$ cat src/rtl/sha3_scan_arbiter.sv
// sha3_scan_arbiter: round-robin sharing of one iterative SHA3 scanner among N_REQ requesters, one job at a time.
// Optional watchdog abort compiled in with `define SHA3_SCAN_ARB_WATCHDOG_EN.
module sha3_scan_arbiter #(
  parameter int N_REQ = 4,
  parameter int JOB_W = 64,
  parameter int WDOG_CYCLES = 4096,
  localparam int OW = $clog2(N_REQ)
) (
  input  logic               clk,
  input  logic               rst_n,
  input  logic [N_REQ-1:0]   req_valid,
  input  logic [N_REQ*JOB_W-1:0] req_job,
  output logic [N_REQ-1:0]   req_ready,
  output logic               scan_valid,
  output logic [JOB_W-1:0]   scan_job,
  input  logic               scan_ready,
  input  logic               res_valid,
  input  logic               res_found,
  input  logic [31:0]        res_nonce,
  input  logic               res_last,
  output logic               out_valid,
  output logic [OW-1:0]      out_owner,
  output logic               out_found,
  output logic               out_last,
  output logic [31:0]        out_nonce,
  output logic               busy,
  output logic               abort,
  output logic [7:0]         drop_cnt
);
  typedef enum logic [1:0] {IDLE, DISPATCH, WAIT} state_t;
  state_t state;
  logic [OW-1:0] rr_ptr, owner, gnt, idx;
  logic gnt_ok, wd_fire;
  logic [JOB_W-1:0] job;
  logic [JOB_W-1:0] jobs [N_REQ];

  if (N_REQ < 2 || N_REQ > 16 || WDOG_CYCLES < 2) begin : g_bad_cfg
    $error("sha3_scan_arbiter: parameter out of range");
  end

  for (genvar i = 0; i < N_REQ; i++) begin : g_jobs
    assign jobs[i] = req_job[i*JOB_W +: JOB_W];
  end

  function automatic logic [OW-1:0] inc(input logic [OW-1:0] v);
    return (32'(v) == N_REQ - 1) ? '0 : v + 1'b1;
  endfunction

  // Highest offset first so the nearest valid requester above rr_ptr wins.
  always_comb begin
    gnt = '0;
    gnt_ok = 1'b0;
    idx = '0;
    for (int k = N_REQ - 1; k >= 0; k--) begin
      idx = OW'((int'(rr_ptr) + k) % N_REQ);
      if (req_valid[idx]) begin
        gnt = idx;
        gnt_ok = 1'b1;
      end
    end
  end

  assign req_ready  = (state == IDLE && gnt_ok && rst_n) ? N_REQ'(1) << gnt : '0;
  assign scan_valid = state == DISPATCH;
  assign scan_job   = job;
  assign busy       = state != IDLE;

`ifdef SHA3_SCAN_ARB_WATCHDOG_EN
  localparam int CW = $clog2(WDOG_CYCLES);
  logic [CW-1:0] wdog;
  always_ff @(posedge clk or negedge rst_n) begin
    if (!rst_n) begin
      wdog  <= '0;
      abort <= 1'b0;
    end else begin
      wdog  <= (state != WAIT || res_valid) ? '0 : wdog + 1'b1;
      abort <= state == WAIT && !res_valid && !abort && wdog == CW'(WDOG_CYCLES - 2);
    end
  end
  assign wd_fire = abort;
`else
  assign abort   = 1'b0;
  assign wd_fire = 1'b0;
`endif

  always_ff @(posedge clk or negedge rst_n) begin
    if (!rst_n) begin
      state     <= IDLE;
      rr_ptr    <= '0;
      owner     <= '0;
      job       <= '0;
      drop_cnt  <= '0;
      out_valid <= 1'b0;
      out_owner <= '0;
      out_found <= 1'b0;
      out_last  <= 1'b0;
      out_nonce <= '0;
    end else begin
      out_valid <= 1'b0;
      if (res_valid && state != WAIT && drop_cnt != 8'hff) drop_cnt <= drop_cnt + 1'b1;
      case (state)
        IDLE: if (gnt_ok) begin
          state <= DISPATCH;
          owner <= gnt;
          job   <= jobs[gnt];
        end
        DISPATCH: if (scan_ready) state <= WAIT;
        WAIT: if (wd_fire) begin
          out_valid <= 1'b1;
          out_owner <= owner;
          out_found <= 1'b0;
          out_last  <= 1'b1;
          out_nonce <= '0;
          state     <= IDLE;
          rr_ptr    <= inc(owner);
        end else if (res_valid) begin
          out_valid <= 1'b1;
          out_owner <= owner;
          out_found <= res_found;
          out_last  <= res_last;
          out_nonce <= res_nonce;
          if (res_last) begin
            state  <= IDLE;
            rr_ptr <= inc(owner);
          end
        end
        default: state <= IDLE;
      endcase
    end
  end
endmodule

$ cat config.mk
export PLATFORM = sky130hd
export DESIGN_NAME = sha3_scan_arbiter
export DESIGN_NICKNAME = d
export VERILOG_FILES = /design/src/rtl/sha3_scan_arbiter.sv
export SDC_FILE = /design/constraint.sdc
export NUM_CORES = 1
export LEC_CHECK = 0
export ABC_CLOCK_PERIOD_IN_PS = 2100
export CAP_MARGIN = 15
export CORE_AREA = 5 5 157 159
export DETAILED_ROUTE_END_ITERATION = 16
export DIE_AREA = 0 0 162 164
export GPL_TIMING_DRIVEN = 0
export PLACE_DENSITY = 0.66
export SLEW_MARGIN = 25
export SYNTH_ARGS = -nofsm -noshare
export SYNTH_HDL_FRONTEND = slang
export SYNTH_SLANG_ARGS = --single-unit
$ cat constraint.sdc
create_clock -name clk -period 2.1 [get_ports clk]
set_input_delay 0.21 -clock clk [delete_from_list [all_inputs] [get_ports clk]]
set_output_delay 0.21 -clock clk [all_outputs]
set_load 0.01 [all_outputs]
==> results of run 1 <==
state kept, by name (all words and copies together) (netlist names):
signal and flops:
scan_job 64, out_nonce 32, drop_cnt 8, out_owner 2
owner 2, rr_ptr 2, state 2, out_found 1
out_last 1, out_valid 1
worst max-delay path: cells and delay by family, from the launching register on:
family,cells,cell delay [ns]
simple gates,3,0.70
flops,1,0.38
compound gates,1,0.34
buf+inv,1,0.16
layer usage:
layer	track usage [%]	vias up	routed length [µm]
met5	0	-	0
met4	6.50	0	716
met3	6.35	42	2250
met2	36.5	320	14700
met1	25.8	3324	11900
li1	-	3182	-
synth_stat cells, drive strengths merged, types with 2 or more instances:
library cell / count / area (µm²)
dfrtp: 115 / 2880
mux2: 101 / 1140
nand3: 67 / 335
o21ai: 67 / 339
a21oi: 66 / 330
a221o: 64 / 641
clkbuf: 38 / 143
buf: 20 / 113
nand2: 11 / 41.3
nor2: 8 / 30.0
xnor2: 5 / 43.8
a21o: 3 / 22.5
inv: 3 / 11.3
nand2b: 3 / 18.8
and3: 2 / 12.5
ha: 2 / 25.0
nand4: 2 / 12.5
or2: 2 / 12.5
xor2: 2 / 17.5
repair_timing:
action                     4_1_cts  5_1_grt
pin swaps                       31       20
buffers inserted                20        5
resized for setup              123       32
hold endpoints to repair        61       61
setup endpoints to repair       72       94
gates cloned                     4        1
kinds of logic (layout without fill, tap and decap cells):
group | count (synthesis) | after routing | synth area share [%]
compound gates | 206 | 206 | 22.2
flops | 115 | 115 | 46.0
mux | 102 | 102 | 18.3
simple gates | 98 | 98 | 7.76
buf+inv | 61 | 532 | 4.26
xor+xnor | 7 | 7 | 0.980
fa+ha+maj | 2 | 2 | 0.400
other cells | 1 | 1 | 0.0599
path summary, 6_finish.rpt:
path                                    from       endpoint  slack, ns  cells after the start
worst min register to register      out_last       out_last       0.48                      2
worst min-delay path                   rst_n  out_nonce[30]      -0.28                      1
worst max register to register     rr_ptr[1]   scan_job[38]      -0.06                      8
worst max-delay path                state[1]   req_ready[1]       -0.1                      5
max in group asynchronous              rst_n   scan_job[16]       1.70                      2
min in group clk                res_nonce[3]   out_nonce[3]       0.40                      2
area by class of cell:
type                    instances  area share [%]
well taps                     290            3.01
inverters                       3          0.0934
flip-flops and latches        115            23.9
repair buffers                441            37.1
clock buffers                  18            3.56
multi-input cells             416            28.0
plain buffers                  56            3.15
clock inverters                14            1.20
power by group through the flow:
| stage | Sequential, mW | Combinational [mW] | Clock (mW) |
|---|---|---|---|
| after floorplan | 4.37 | 3.43 | 0 |
| after global placement | 3.94 | 7.85 | 0 |
| after detailed placement | 3.96 | 7.97 | 0 |
| after CTS | 3.95 | 9.01 | 2.94 |
| after global routing | 4.11 | 9.62 | 3.05 |
| final | 3.96 | 9.03 | 2.89 |
through the flow:
stage	TNS [ns]	utilization (%)	area [µm²]	hold slack (ns)	power [mW]
3_5_place_dp	-51.66	46.7	10800	0.202	11.9
3_3_place_gp	-551.78	46.5	10700	0.464	11.8
2_1_floorplan	0	-	6260	-0.0856	7.80
5_1_grt	-9.26	52.2	12100	-0.247	16.8
6_report	-2.06	52.2	12100	-0.276	15.9
4_1_cts	-1.40	51.8	12000	-0.252	15.9
==> results by stage, run 1 <==
Outcome:
- The flow ran to the end, but the final reports show violations.
- The checks that failed: hold timing, setup timing.

Global route:
- The overall global routing resource usage is 21.3%.
- The initial antenna violation count is 0.
- Entering global routing, the biggest net connects 63 pins.
- The first global-routing pass estimated 43,200 µm of wire.
- The number of global-route vias before repair is 7,267.
- The total overflow left after global routing is 0.

Route:
- Before antenna repair, the detailed router went through 5 iterations.
- For this block, the routed nets add up to 29,600 µm of wire.
- The via count normalized by instance count is 5.08.
- In this run, the number of DRC markers left after iteration 0 of detailed routing was 424.
- Summing over every cut layer, the via total after detailed routing is 6,868.
- For this run, design rule violations remaining after detail routing come to 0.
- Dividing the detail-routed wire length by the instance count gives 21.9 µm.
- The count of antenna-violating nets left after detailed routing is 0.

Floorplan:
- The number of I/O pins is 414.
- The x dimension of the die is 162 µm.
- The initial cell density of the core is 27.1%.
- The core region is 23,100 µm².
- The number of standard-cell rows in the floorplan is 56.
- The die footprint is 26,600 µm².
- In this run the vertical extent of the chip is 164 µm.

Placement:
- Routability-driven placement finished with a final weighted congestion of 0.843.
- In this run, placement finished with an instance count of 1,296.
- The post-placement worst setup slack is -1.39 ns.
- The count of buffers added on input and output ports is 412.
- The wire-length estimate of the detail-placed layout is 21,900 µm.

Finish:
- In the layout the commonest cells are clkdlybuf4s50_1 (407), dfrtp_1 (113), nand3_1 (66).
- The antenna diode count is 0.
- The ratio of cells with drive above 1 in the final layout is 20.5%.
- The most common cell after layout, fill and taps aside is clkdlybuf4s50_1.
- The area of the multi-input gates is 3380 µm².
- The growth of design area from synthesis to finish is 92.8%.
- Summing all flip-flop and latch instances after layout gives 2880 µm².
- After the last flow step, the layout net total stands at 1,350.
- The fill cell total of the finished layout is 2,112.
- The finished layout holds 1,353 standard cells, fillers aside.

Setup path:
- The largest stage delay on the critical path is 0.38 ns.
- The endpoint arrival time on the critical path is 1.99 ns.
- The category of the critical setup timing path is register to output pin.
- The kind of end point of the critical path is an output pin.
- In this run the worst path has a maximum fanout of 3.
- The cell with the biggest individual delay on the critical path is dfrtp_1.
- STA puts the critical path data required time at 1.89 ns.
- STA classifies the critical path startpoint as a register.
- The signal on the critical path passes through or2_2, a21oi_2, nand4_1, nor2_2, buf_2.

Power:
- The part of the total power dissipated in sequential elements is 25.0%.
- In this run the power density over the cells is 1320 nW/µm².
- In this run switching power makes up 37.0% of total power.
- The clock group share of total power is 18.2%.
- Per report_power, the combinational group accounts for 56.9% of the total.
- The static power due to leakage is 4.95 nW.
- The power spent charging and discharging nets is 5.88 mW.
- Cell internal power was estimated by the tool at 10.0 mW.
- VDD sags by at most 0.468 mV.

Timing:
- The final hold violation count is 61.
- Hold timing on the final database bottoms out at a slack of -0.276 ns.
- At the pin with the least slew margin, the transition time is 0.681 ns.
- Of the available clock period, the critical path in the final layout requires 105%.
- Setup repair after global routing could not meet its margin everywhere.
- The final count of pins violating max slew is 0.
- Headroom to the max-slew limit came out at 54.6%.
- For the final database, setup skew stands at 0.00845 ns.
- The maximum clock rate is 455 MHz.
- Counting I/O delays and the setup requirement, the final critical path takes 2.20 ns.
- The number of setup violations in the final report is 59.
- The worst setup margin is -0.0979 ns.

Synth:
- The share of the yosys chip area belonging to registers is 46.0%.
- Counting flops and latches in the post-synthesis netlist gives 115.
- The synthesized area is 6260 µm².
- The total nets after synthesis is 892.
- For this run, asynchronously set or reset flops after synthesis account for 100%.
- In this run, synthesis inferred 0 flip-flops with an integrated enable.
- In the synthesized netlist the dominant register cell turns out to be dfrtp_1.
- The instance count of the mapped netlist is 592.
- Synthesis instantiated 37 different standard cells from the library.
- Averaged over all synthesized cells, the footprint is 10.6 µm².
- During synthesis, Yosys emitted a total of 0 warnings.

Hold path:
- The type of the most critical hold path is input port to asynchronous set/reset pin.

Clocking:
- At the later pin of the worst-skew pair, clock insertion delay measures 0.42 ns.
- After clock tree synthesis, the clock-pin slew on the worst setup and hold paths is 0.06 ns.
- Buffers inserted during clock tree synthesis total 17.
- The clock passes through at most 2 buffers.
- The number of levels in the clock H-tree is 4.
- The number of sinks handled by clock tree synthesis is 115.
- The CTS tree is yes.
- CTS placed an instance of clkbuf_16 at the clock tree root.

Run:
- Across the run, the number of max-cap violations was 0.
No activity file was read; power rests on OpenSTA's default activity.
==> run 2: changes to the inputs <==
--- a/config.mk
+++ b/config.mk
@@ -7,11 +7,11 @@
 export LEC_CHECK = 0
 export ABC_CLOCK_PERIOD_IN_PS = 2100
 export CAP_MARGIN = 15
-export CORE_AREA = 5 5 157 159
+export CORE_AREA = 5 5 158 160
 export DETAILED_ROUTE_END_ITERATION = 16
-export DIE_AREA = 0 0 162 164
+export DIE_AREA = 0 0 163 165
+export DONT_BUFFER_PORTS = 1
 export GPL_TIMING_DRIVEN = 0
-export PLACE_DENSITY = 0.66
 export SLEW_MARGIN = 25
 export SYNTH_ARGS = -nofsm -noshare
 export SYNTH_HDL_FRONTEND = slang
==> results by stage, run 2 (synthesized netlist as in run 1, its figures left out) <==
Setup path:
- The worst register-to-register path ends at scan_job[15].
- The type of element launching the critical path is a register.
- The peak fanout along the critical path is 5 (+2).
- The worst path required time came to 2.38 ns (+0.49 ns).
- The endpoint arrival time on the critical path was 2.45 ns (+0.46 ns).
- The worst setup path is captured at a register.
- The worst register-to-register path begins at rr_ptr[1].
- The worst setup path is of the register to register kind.
- The worst-case register-to-register setup slack is -0.06 ns (about the same).
- The count of cells along the worst register-to-register path was 8 (unchanged).

Clocking:
- The number of hold buffers added after CTS was 37.
- The clock insertion delay at the later pin of the skew report is 0.42 ns (about the same).
- Clock tree synthesis selected as its root buffer the cell clkbuf_16.
- The number of buffers added by the clock tree synthesis step is 17 (unchanged).
- The clock-pin slew on the worst setup and hold paths is 0.07 ns (about the same).
- The number of sinks handled by clock tree synthesis is 115 (unchanged).
- The clock tree buffer depth is 2 (unchanged).
- The number of levels in the clock H-tree is 4 (unchanged).
- TritonCTS built the clock tree.

Finish:
- The final design area excluding fillers is 8210 µm² (-32%).
- Relative to the synthesized area, the layout overhead comes to 31.2%.
- The most common cell after layout, fill and taps aside is dfrtp_1.
- The net count of the finished layout is 965 (-29%).
- The non-filler instance count after layout is 998 (-26%).
- The ratio of cells with drive above 1 in the final layout is 29.5% (+9.0 points).
- The flip-flop count of the largest register after layout is 64 (unchanged).
- The top cell types in the final layout, fill and taps aside, are dfrtp_1 (113), nand3_1 (66), a221o_1 (64).

Timing:
- The clock skew is 0.0120 ns (+0.00354 ns).
- The worst slew slack as a fraction of its limit came to 60.4% (+5.8 points).
- The final worst-path cycle share is 103% (-1.6 points).
- The pin slew with the least headroom to its limit came to 0.593 ns (-0.0872 ns).
- The final hold violation count came to 115 (+89%).
- The maximum clock rate is 462 MHz (+1.6%).
- The worst setup margin was -0.0643 ns (+0.0336 ns).
- The minimum clock period after layout is 2.16 ns (-0.0336 ns).
- Setup repair after global routing could not meet its margin everywhere.
- The number of setup violations in the final report came to 28 (-53%).
- The hold slack came to -0.514 ns (-0.238 ns).
- The final count of pins violating max slew is 0 (unchanged).

Route:
- The via count normalized by instance count was 5.64 (+11%).
- The final routed wire length divided by cell count is 26.0 µm (+19%).
- The via count of the routed design is 5,627 (-18%).
- The number of DRC markers after the initial detailed-route iteration came to 518 (+22%).
- The number of iterations in the first detailed-routing pass came to 8 (+3).
- The total length of routed wires came to 26,000 µm (-12%).
- The count of antenna-violating nets left after detailed routing came to 0 (unchanged).
- The DRC violations left is 0 (unchanged).

Floorplan:
- The initial cell density of the core came to 26.9% (-0.16 points).
- The vertical extent of the die was 165 µm (+0.61%).
- The core area is 23,300 µm² (+0.61%).
- The die footprint is 26,900 µm² (+1.2%).
- The x dimension of the die is 163 µm (+0.62%).
- The number of standard-cell rows in the floorplan is 56 (unchanged).
- The number of I/O pins is 414 (unchanged).

Outcome:
- The checks that failed: hold timing, setup timing.
- The flow ran to the end, but the final reports show violations.

Power:
- The power per standard cell area is 1600 nW/µm² (+22%).
- The worst supply voltage drop on vdd came to 0.510 mV (+9.0%).
- The static power due to leakage was 3.37 nW (-32%).

Global route:
- The wire length of the first global-routing pass is 36,000 µm (-17%).
- The pin count of the biggest net entering global routing is 118 (+87%).
- The overall global routing resource usage is 17.9% (-3.4 points).
- The global-route congestion overflow total is 0 (unchanged).
- The initial antenna violation count is 2 (+2).
- The number of global-route vias before repair came to 5,755 (-21%).

Placement:
- The area after detailed placement came to 6690 µm² (-38%).
- The post-placement worst setup slack is -0.772 ns (+0.618 ns).
- The routability congestion estimate from global placement is 0.841 (-0.28%).
- The HPWL after detailed placement was 18,900 µm (-14%).
- The count of input and output buffers came to 0 (-100%).
- The post-placement cell count was 913 (-30%).

Run:
- The max capacitance violation total came to 0 (unchanged).

Hold path:
- The path class of the tightest hold or removal check is input port to asynchronous set/reset pin.
-- run 2: area by class of cell --
cell class / instances / area (µm²)
antenna: 1 / 2.50
buffer: 54 / 399
clock buffer: 18 / 439
clock inverter: 14 / 123
fill: 2338 / 15100
inverter: 3 / 11.3
multi-input combinational: 416 / 3330
sequential: 115 / 2880
tap: 319 / 399
timing repair buffer: 58 / 624
-- run 2: through the flow --
stage / hold WS (ns) / total power, mW / setup TNS (ns) / utilization [%]
after CTS: -0.535 / 13.1 / -0.632 / 34.9
after global routing: -0.542 / 13.9 / -4.41 / 35.3
final: -0.514 / 13.2 / -1.25 / 35.3
after floorplan: -0.0856 / 7.80 / 0 / -
after global placement: -0.0827 / 9.31 / -45.88 / 28.6
after detailed placement: -0.0824 / 9.42 / -32.90 / 28.7
-- run 2: worst max path at each step --
stage	start	end	slack (ns)
2_1_floorplan	drop_cnt[0]	drop_cnt[5]	0.05
3_3_place_gp	rr_ptr[1]	scan_job[37]	-0.80
3_5_place_dp	state[0]	scan_job[19]	-0.77
4_1_cts	rr_ptr[1]	req_ready[3]	-0.09
5_1_grt	rr_ptr[1]	req_ready[0]	-0.14
6_report	rr_ptr[1]	scan_job[15]	-0.06
-- run 2: routing by layer --
metal / wire, µm / vias up / track usage (%)
li1: - / 2422 / -
met3: 2150 / 40 / 4.84
met2: 13100 / 393 / 30.0
met4: 554 / 2 / 6.33
met1: 10200 / 2770 / 22.2
met5: 13 / - / 0
-- run 2: what timing repair did --
action / in CTS / in global routing
cloned: 2 / 0
pin swaps: 31 / 11
setup buffers: 15 / 2
gates resized for setup: 105 / 37
hold endpoints to repair: 151 / 115
endpoints found under the setup margin: 75 / 79
-- run 2: worst max-delay path, cell delays in order, from the launching register on --
cell and delay, ns:
dfrtp_2 0.45, mux2i_4 0.21, a2bb2oi_4 0.23, nand2_2 0.11
buf_12 0.15, buf_12 0.15, buf_16 0.14, mux2_4 0.29
a221o_1 0.30
-- run 2: report_power, final --
part	total, mW	internal [mW]	switching [mW]
Combinational	5.62	2.80	2.81
Sequential	4.76	3.31	1.44
Clock	2.78	1.58	1.21
==> run 3: changes to the inputs <==
--- a/config.mk
+++ b/config.mk
@@ -12,7 +12,7 @@
 export DIE_AREA = 0 0 163 165
 export DONT_BUFFER_PORTS = 1
 export GPL_TIMING_DRIVEN = 0
-export SLEW_MARGIN = 25
+export SLEW_MARGIN = 20
 export SYNTH_ARGS = -nofsm -noshare
 export SYNTH_HDL_FRONTEND = slang
 export SYNTH_SLANG_ARGS = --single-unit
==> results of run 3 <==
No change in the layout: final DEF, timing and power equal those of run 2.
